===== config.mk =====
export PLATFORM = sky130hd
export DESIGN_NAME = serializer_seq_flat
export DESIGN_NICKNAME = d
export VERILOG_FILES = /design/src/rtl/serializer_seq_if.sv /design/src/rtl/serializer_seq.sv /design/src/flat_wrapper.sv
export SDC_FILE = /design/constraint.sdc
export NUM_CORES = 1
export LEC_CHECK = 0
export ABC_AREA = 1
export CORE_AREA = 4 4 41 43
export CTS_BUF_LIST = sky130_fd_sc_hd__clkbuf_8 sky130_fd_sc_hd__clkbuf_16
export DETAILED_ROUTE_END_ITERATION = 7
export DIE_AREA = 0 0 45 47
export PLACE_DENSITY = 0.69
export SYNTH_ARGS = -nofsm -noshare
export SYNTH_HDL_FRONTEND = slang
export SYNTH_SLANG_ARGS = --single-unit

===== constraint.sdc =====
create_clock -name t_crt_clk -period 1.69 [get_ports t_crt_clk]
set_input_delay 0.2535 -clock t_crt_clk [delete_from_list [all_inputs] [get_ports t_crt_clk]]
set_output_delay 0.2535 -clock t_crt_clk [all_outputs]
set_load 0.05 [all_outputs]

===== src/rtl/serializer_seq_if.sv =====
// Mode, control and strobe signals between the CRT sequencer and the pixel serializer.
// master drives the mode/control inputs; slave is the serializer itself.
interface serializer_seq_if;
   logic       dclk_div2;
   logic       c_9dot;
   logic       text_n;
   logic       g_gr05_b6;
   logic       line_start;
   logic       disp_en;
   logic       fifo_empty;
   logic       clr_underrun;
   logic       c_dclk_en;
   logic       c_shift_clk;
   logic       c_shift_ld;
   logic       pre_load;
   logic       fifo_rd;
   logic       underrun;
   logic [3:0] dot_cnt;

   modport master (
      output dclk_div2, c_9dot, text_n, g_gr05_b6, line_start, disp_en, fifo_empty, clr_underrun,
      input  c_dclk_en, c_shift_clk, c_shift_ld, pre_load, fifo_rd, underrun, dot_cnt
   );

   modport slave (
      input  dclk_div2, c_9dot, text_n, g_gr05_b6, line_start, disp_en, fifo_empty, clr_underrun,
      output c_dclk_en, c_shift_clk, c_shift_ld, pre_load, fifo_rd, underrun, dot_cnt
   );
endinterface


===== src/rtl/serializer_seq.sv =====
// Character/dot timing for the CRT pixel serializer: dot counter, shift/load strobes,
// FIFO read request one dot ahead of each load, and FIFO underrun detection.
module serializer_seq #(
   parameter int UNDERRUN_STICKY = 1
) (
   input logic              t_crt_clk,
   input logic              h_reset,
   serializer_seq_if.slave  bus
);

   logic [3:0] r_dotCnt;
   logic       r_phase;
   logic       r_underrun;

   logic       w_en;
   logic       w_mode256;
   logic [3:0] w_dotLast;
   logic       w_active;
   logic       w_preLoad;
   logic       w_underrunEvent;

   // Half-rate dot clock enables every other cycle; full rate enables every cycle.
   assign w_en      = ~bus.dclk_div2 | r_phase;
   assign w_mode256 = bus.g_gr05_b6 & bus.text_n;
   assign w_dotLast = (bus.c_9dot & ~bus.text_n) ? 4'd8 : 4'd7;

   // Strobes are silenced during reset and on the realignment cycle.
   assign w_active        = ~h_reset & ~bus.line_start;
   assign w_preLoad       = w_active & w_en & (r_dotCnt == w_dotLast);
   assign w_underrunEvent = w_preLoad & bus.disp_en & bus.fifo_empty;

   assign bus.c_dclk_en   = w_active & w_en;
   assign bus.c_shift_ld  = w_active & w_en & (r_dotCnt == 4'd0);
   assign bus.c_shift_clk = w_active & w_en & (r_dotCnt != 4'd8) & (~w_mode256 | ~r_dotCnt[0]);
   assign bus.pre_load    = w_preLoad;
   assign bus.fifo_rd     = w_preLoad & bus.disp_en & ~bus.fifo_empty;
   assign bus.underrun    = r_underrun;
   assign bus.dot_cnt     = r_dotCnt;

   // Dot counter and dot-clock phase; ">=" lets a 9-dot to 8-dot switch at dot 8 wrap cleanly.
   always_ff @(posedge t_crt_clk) begin
      if (h_reset) begin
         r_dotCnt <= 4'd0;
         r_phase  <= 1'b0;
      end else if (bus.line_start) begin
         r_dotCnt <= 4'd0;
         r_phase  <= 1'b0;
      end else begin
         r_phase <= bus.dclk_div2 ? ~r_phase : 1'b0;
         if (w_en) begin
            if (r_dotCnt >= w_dotLast) begin
               r_dotCnt <= 4'd0;
            end else begin
               r_dotCnt <= r_dotCnt + 4'd1;
            end
         end
      end
   end

   // Underrun flag: sticky until cleared (set wins over clear), or a one-cycle pulse.
   always_ff @(posedge t_crt_clk) begin
      if (h_reset) begin
         r_underrun <= 1'b0;
      end else if (UNDERRUN_STICKY != 0) begin
         if (w_underrunEvent) begin
            r_underrun <= 1'b1;
         end else if (bus.clr_underrun) begin
            r_underrun <= 1'b0;
         end
      end else begin
         r_underrun <= w_underrunEvent;
      end
   end

endmodule

===== src/flat_wrapper.sv =====
// flat-port wrapper written by rule: the top's interface ports become plain ports
module serializer_seq_flat 
#(
   parameter int UNDERRUN_STICKY = 1
)
  (t_crt_clk, h_reset, bus_dclk_div2, bus_c_9dot, bus_text_n, bus_g_gr05_b6, bus_line_start, bus_disp_en, bus_fifo_empty, bus_clr_underrun, bus_c_dclk_en, bus_c_shift_clk, bus_c_shift_ld, bus_pre_load, bus_fifo_rd, bus_underrun, bus_dot_cnt);
  serializer_seq_if bus_i ();
  input logic t_crt_clk;
  input logic h_reset;
  input wire logic [$bits(bus_i.dclk_div2)-1:0] bus_dclk_div2;
  input wire logic [$bits(bus_i.c_9dot)-1:0] bus_c_9dot;
  input wire logic [$bits(bus_i.text_n)-1:0] bus_text_n;
  input wire logic [$bits(bus_i.g_gr05_b6)-1:0] bus_g_gr05_b6;
  input wire logic [$bits(bus_i.line_start)-1:0] bus_line_start;
  input wire logic [$bits(bus_i.disp_en)-1:0] bus_disp_en;
  input wire logic [$bits(bus_i.fifo_empty)-1:0] bus_fifo_empty;
  input wire logic [$bits(bus_i.clr_underrun)-1:0] bus_clr_underrun;
  output wire logic [$bits(bus_i.c_dclk_en)-1:0] bus_c_dclk_en;
  output wire logic [$bits(bus_i.c_shift_clk)-1:0] bus_c_shift_clk;
  output wire logic [$bits(bus_i.c_shift_ld)-1:0] bus_c_shift_ld;
  output wire logic [$bits(bus_i.pre_load)-1:0] bus_pre_load;
  output wire logic [$bits(bus_i.fifo_rd)-1:0] bus_fifo_rd;
  output wire logic [$bits(bus_i.underrun)-1:0] bus_underrun;
  output wire logic [$bits(bus_i.dot_cnt)-1:0] bus_dot_cnt;
  assign bus_i.dclk_div2 = bus_dclk_div2;
  assign bus_i.c_9dot = bus_c_9dot;
  assign bus_i.text_n = bus_text_n;
  assign bus_i.g_gr05_b6 = bus_g_gr05_b6;
  assign bus_i.line_start = bus_line_start;
  assign bus_i.disp_en = bus_disp_en;
  assign bus_i.fifo_empty = bus_fifo_empty;
  assign bus_i.clr_underrun = bus_clr_underrun;
  assign bus_c_dclk_en = bus_i.c_dclk_en;
  assign bus_c_shift_clk = bus_i.c_shift_clk;
  assign bus_c_shift_ld = bus_i.c_shift_ld;
  assign bus_pre_load = bus_i.pre_load;
  assign bus_fifo_rd = bus_i.fifo_rd;
  assign bus_underrun = bus_i.underrun;
  assign bus_dot_cnt = bus_i.dot_cnt;
  serializer_seq #(.UNDERRUN_STICKY(UNDERRUN_STICKY)) u_core (.t_crt_clk(t_crt_clk), .h_reset(h_reset), .bus(bus_i));
endmodule

==> out/metrics.cfg, run 1 <==
[finish]
syn_to_final_growth_pct = 102
diodes = 0
drive_above_1_share_pct = 48.1
final_nets = 121
instances_no_fill = 119
filler_cell_count = 112

[place]
numPlacedInstances = 107
gpl.final_weighted_congestion = 0.713
hpwlAfterDp_um = 955
portBuffers = 19

[clocking]
max-clock-path-buffers = 2
ctsRootBufferMaster = clkbuf_8
cts-htree-levels = 1
numCtsBuffers = 3
clock_sinks = 6
tritoncts_clock_tree = built
clk_pin_slew_worst_paths_ns = 0.04
later_pin_clock_latency_in_the_skew_report_ns = 0.23
cts_hold_repair.buffers = 0

[critical_path]
critical_path_arrival_ns = 1.41
cp-end-kind = primary output
critical_path_class = in2out
path_max_fanout = 3
start_kind = input port
cp.required_ns = 1.44

[route]
dr.first_iter.drc_count = 3
wl_per_cell_um = 10.5
postRouteWirelength_um = 1250
remaining_drc_errors = 0
detail_route.first_pass.iterations = 4
final_antenna_net_count = 0
route.vias.total = 548
drt-vias-per-instance = 4.61

[power]
sw_frac_of_total_pct = 28.2
comb_power_share_pct = 27.7
power.switching_mw = 0.145
internal_power_mw = 0.370
power_leakage_nw = 0.474
post-layout-total-power_mw = 0.516
pwr-share-seq_pct = 28.4
irDropWorstVdd_uv = 399
pwr-share-clk_pct = 44.0
power_per_cell_area_mw_per_mm2 = 538

[logic_synthesis]
synth_top_area_cells = dfxtp_1 (25%), ha_1 (16%), nand2_1 (13%)
syn_avg_cell_area_um2 = 6.87
synthesis.area_um2 = 474
yosysTopAreaCellShare_pct = 25.3
ys_ff_latch = 6
synth_fp_nets = 85
ys_seq_area_share_pct = 25.3
synth_cell_types = 19
yosys.area.top_type = dfxtp_1
netlist_instances = 69
synth_warnings = 0

[die]
std_cell_rows = 13
die_area_mm2 = 0.00212
die_h_um = 47
floorplan.die.width_um = 45
fp.coreArea_mm2 = 0.00130
initial_core_util_pct = 36.4
ios = 20

[timing]
rsz0062_at_grt = yes
min_period_over_period_pct = 98.6
report.final.setup_viol = 0
pins_over_slew_limit = 0
fmax_mhz = 600
worst_clock_skew_ns = 0.00255
fin_crit_ns = 1.67
timing.slew.headroom_pct = 77.1
least_margin_pin_slew_ns = 0.341
finalHoldViolCount = 0

[global_routing]
antenna_violations_before_repair = 0
largest_net_degree_at_the_start_of_global_routing = 6
global_route.overflow_total = 0
number_of_global_route_vias_before_repair = 548
grt_first_pass_wirelength_um = 2180
global_route_usage_over_all_layers_pct = 14.4

[hold_path]
timing.hold.worst.class = in2reg

[status]
outcome = complete, no violations

[run]
maxCapViolCount = 0

flip-flops by register name, summed over array words and instances (netlist names):
name                 flops
u_core.r_phase           1
u_core.bus.underrun      1
u_core.bus.dot_cnt       4
worst max-delay path: stages:
cell and delay (ns):
clkdlybuf4s50_1 0.44, nand2_2 0.11, nand2_4 0.08, nor3_4 0.20, nand2_2 0.08, nor2_4 0.11
buf_12 0.14
area by class of cell:
cell class	instances	area [um^2]	area share, %
multi-input combinational	48	388	40.5
timing repair buffer	31	315	32.9
sequential	6	130	13.6
inverter	15	61.3	6.40
clock buffer	3	41.3	4.31
tap	15	18.8	1.96
clock inverter	1	3.75	0.392
Yosys cell counts:
master / instances
dfxtp_1: 6
inv_2: 1
nor3_1: 2
nor2_1: 7
o21ai_0: 1
nand4_1: 1
nand2_2: 4
nor2_4: 1
nor3_4: 1
inv_1: 14
nand3_1: 1
nand2_1: 16
xor2_1: 2
a21oi_1: 2
ha_1: 6
nor4_1: 1
o22ai_1: 1
nand2_4: 1
nor2_2: 1
power groups by stage:
stage | clock, mW | combinational, mW | sequential [mW]
2_1_floorplan | 0 | 0.0617 | 0.158
3_3_place_gp | 0 | 0.123 | 0.151
3_5_place_dp | 0 | 0.125 | 0.151
4_1_cts | 0.233 | 0.143 | 0.146
5_1_grt | 0.244 | 0.155 | 0.147
6_report | 0.227 | 0.143 | 0.146
per-layer routing:
metal	track usage, %	routed length (um)
met3	7.28	141
met4	1.75	10
met2	27.7	617
met5	0	0
met1	14.1	480
per-stage QoR:
step	setup TNS, ns	area, um^2	hold WS [ns]	setup WS, ns	util, %
finish	0	958	0.390	0.0244	73.7
global route	-0.0426	958	0.395	-0.0341	73.7
CTS	0	958	0.393	0.00795	73.7
detailed placement	-1.77	816	0.483	-0.393	62.7
global placement	-1.48	816	0.456	-0.376	62.7
floorplan	-0.491	539	0.323	-0.309	-
final timing paths:
check,slack [ns],end,from,cells past startpoint
worst min register to register,0.48,u_core.bus.underrun,u_core.bus.underrun,2
worst max-delay path,0.02,bus_fifo_rd,bus_dclk_div2,7
worst min-delay path,0.39,u_core.bus.underrun,h_reset,2
worst max register to register,0.27,u_core.bus.dot_cnt[2],u_core.bus.dot_cnt[3],9
cell usage in the layout (no fill, tap or decap), types with 3 or more instances in the layout:
cell / Yosys / final
nand2_1: 16 / 15
clkbuf_8: 0 / 3
clkdlybuf4s50_1: 0 / 5
nor2_1: 7 / 7
nand2_4: 1 / 4
inv_1: 14 / 12
buf_12: 0 / 5
buf_4: 0 / 16
ha_4: 0 / 4
cell families (layout without fill, tap and decap cells):
group	after synthesis	after routing	synth area share [%]
XOR/XNOR	2	2	3.69
flip-flops	6	6	25.3
AO/OA/AOI/OAI	4	4	4.49
AND/OR/NAND/NOR	36	36	38.8
adder cells (fa/ha/maj)	6	6	15.8
buffers and inverters	15	50	11.9
what timing repair did:
action / in CTS / in global routing
endpoints found under the setup margin: 4 / 2
buffers inserted: 8 / 0
pin swaps: 10 / 0
resized for setup: 17 / 0
No activity file was read; power rests on OpenSTA's default activity.
==> run 2, diff against run 1 <==
--- a/config.mk
+++ b/config.mk
@@ -10,7 +10,10 @@
 export CTS_BUF_LIST = sky130_fd_sc_hd__clkbuf_8 sky130_fd_sc_hd__clkbuf_16
 export DETAILED_ROUTE_END_ITERATION = 7
 export DIE_AREA = 0 0 45 47
+export GPL_TIMING_DRIVEN = 0
 export PLACE_DENSITY = 0.69
+export RECOVER_POWER = 50
+export SETUP_SLACK_MARGIN = 0.2
 export SYNTH_ARGS = -nofsm -noshare
 export SYNTH_HDL_FRONTEND = slang
 export SYNTH_SLANG_ARGS = --single-unit
==> out/metrics.cfg, run 2 (synthesis gave the netlist of run 1 again) <==
[status]
outcome = complete, no violations

[critical_path]
regToRegStartpoint = u_core.bus.dot_cnt[0]
critical_path.endpoint = bus_fifo_rd
timing.reg2reg.worst_path_depth = 10
timing.rr.end = u_core.bus.dot_cnt[2]
cp-end-kind = primary output
reg2reg_setup_slack_ns = 0.30
cp-startpoint = u_core.bus.dot_cnt[3]
cp.required_ns = 1.44
critical_path_class = reg2out
path_max_fanout = 4
start_kind = register
critical_path_arrival_ns = 1.41
cpMaxStageDelayCell = dfxtp_4
crit_chain = ha_4 -> nand2_4 -> nor3_4 -> nand2_2 -> nor2_4 -> buf_8
critical_path.max_stage_delay_ns = 0.36

[finish]
multi_input_area_um2 = 422
syn_to_final_growth_pct = 104
filler_cell_count = 110
final_nets = 123
area.sequential_um2 = 135
most-common-layout-cells = nand2_1 (14), buf_4 (13), inv_1 (10)
final_common_cell = nand2_1
largest_register_ffs = 4
layout.core_utilization_pct = 74.4
drive_above_1_share_pct = 50.0
diodes = 0

[place]
gpl.final_weighted_congestion = 0.719
portBuffers = 19
hpwlAfterDp_um = 920
pre_cts_setup_slack_ns = -1.02

[timing]
fin_crit_ns = 1.67
rsz0062_at_grt = yes
hold_slack_ns = 0.402
setup_ws_ns = 0.0249
pins_over_slew_limit = 0
worst_clock_skew_ns = 0.00594
fmax_mhz = 601
least_margin_pin_slew_ns = 0.598
min_period_over_period_pct = 98.5
report.final.setup_viol = 0
timing.slew.headroom_pct = 60.3
finalHoldViolCount = 0

[hold_path]
timing.hold.worst.class = in2reg

[route]
drt-vias-per-instance = 4.56
wl_per_cell_um = 11.1
detail_route.first_pass.iterations = 4
dr.first_iter.drc_count = 7
remaining_drc_errors = 0
final_antenna_net_count = 0
postRouteWirelength_um = 1340
route.vias.total = 552

[clocking]
cts-htree-levels = 1
clock_sinks = 6
ctsRootBufferMaster = clkbuf_8
max-clock-path-buffers = 2
tritoncts_clock_tree = built
cts_hold_repair.buffers = 0
clk_pin_slew_worst_paths_ns = 0.04
numCtsBuffers = 3
later_pin_clock_latency_in_the_skew_report_ns = 0.22

[power]
pwr-share-clk_pct = 43.1
comb_power_share_pct = 28.5
pwr-share-seq_pct = 28.4
internal_power_mw = 0.364
sw_frac_of_total_pct = 28.1
power_leakage_nw = 0.481
power_per_cell_area_mw_per_mm2 = 523
power.switching_mw = 0.143
irDropWorstVdd_uv = 746

[die]
std_cell_rows = 13
ios = 20
die_area_mm2 = 0.00212
fp.coreArea_mm2 = 0.00130
floorplan.die.width_um = 45
initial_core_util_pct = 36.4
die_h_um = 47

[global_routing]
largest_net_degree_at_the_start_of_global_routing = 6
global_route_usage_over_all_layers_pct = 15.5
grt_first_pass_wirelength_um = 2300
number_of_global_route_vias_before_repair = 553
global_route.overflow_total = 0
antenna_violations_before_repair = 0

[run]
maxCapViolCount = 0

## run 2: critical path: cells and delay by family (launching register included)
family | cells | cell delay [ns]
DFF | 1 | 0.36
and+or+nand+nor | 4 | 0.40
adders and majority gates | 1 | 0.28
buffers and inverters | 1 | 0.15
## run 2: stage by stage
step	area, um^2	std cells	TNS [ns]	power, mW
6_report	968	121	0	0.506
5_1_grt	968	121	-0.0358	0.540
4_1_cts	976	121	0	0.511
3_5_place_dp	748	103	-4.43	0.262
3_3_place_gp	748	103	-4.23	0.261
2_1_floorplan	539	69	-0.491	0.219
## run 2: power by group through the flow
stage	Combinational, mW	Clock (mW)	Sequential [mW]
finish	0.144	0.218	0.144
CTS	0.141	0.226	0.144
floorplan	0.0617	0	0.158
detailed placement	0.111	0	0.151
global route	0.157	0.239	0.144
global placement	0.109	0	0.151
## run 2: worst min path at each step
| stage | from | end | slack [ns] | cells after the start |
|---|---|---|---|---|
| 6_report | h_reset | u_core.bus.underrun | 0.40 | 2 |
| 5_1_grt | h_reset | u_core.bus.underrun | 0.41 | 2 |
| 4_1_cts | h_reset | u_core.bus.underrun | 0.40 | 2 |
| 3_5_place_dp | u_core.bus.underrun | u_core.bus.underrun | 0.47 | 2 |
| 3_3_place_gp | u_core.bus.underrun | u_core.bus.underrun | 0.46 | 2 |
| 2_1_floorplan | h_reset | u_core.bus.underrun | 0.32 | 1 |
## run 2: routing by layer
metal | wire [um] | global-route usage [%] | up-vias
met5 | 0 | 0 | -
met4 | 14 | 5.26 | 0
met2 | 662 | 28.8 | 22
li1 | - | - | 288
met3 | 150 | 8.05 | 2
met1 | 516 | 14.4 | 240
## run 2: what timing repair did
action                                  CTS  global route
gates resized for setup                  68             7
buffers inserted                         14             0
endpoints found under the setup margin   15             7
pin swaps                                15             3
## run 2: cell type report
class	instances	share of cell area [%]
clock buffers	3	4.26
clock inverters	1	0.388
multi-input cells	48	43.5
flip-flops and latches	6	14.0
repair buffers	33	29.1
well taps	15	1.94
inverters	15	6.85
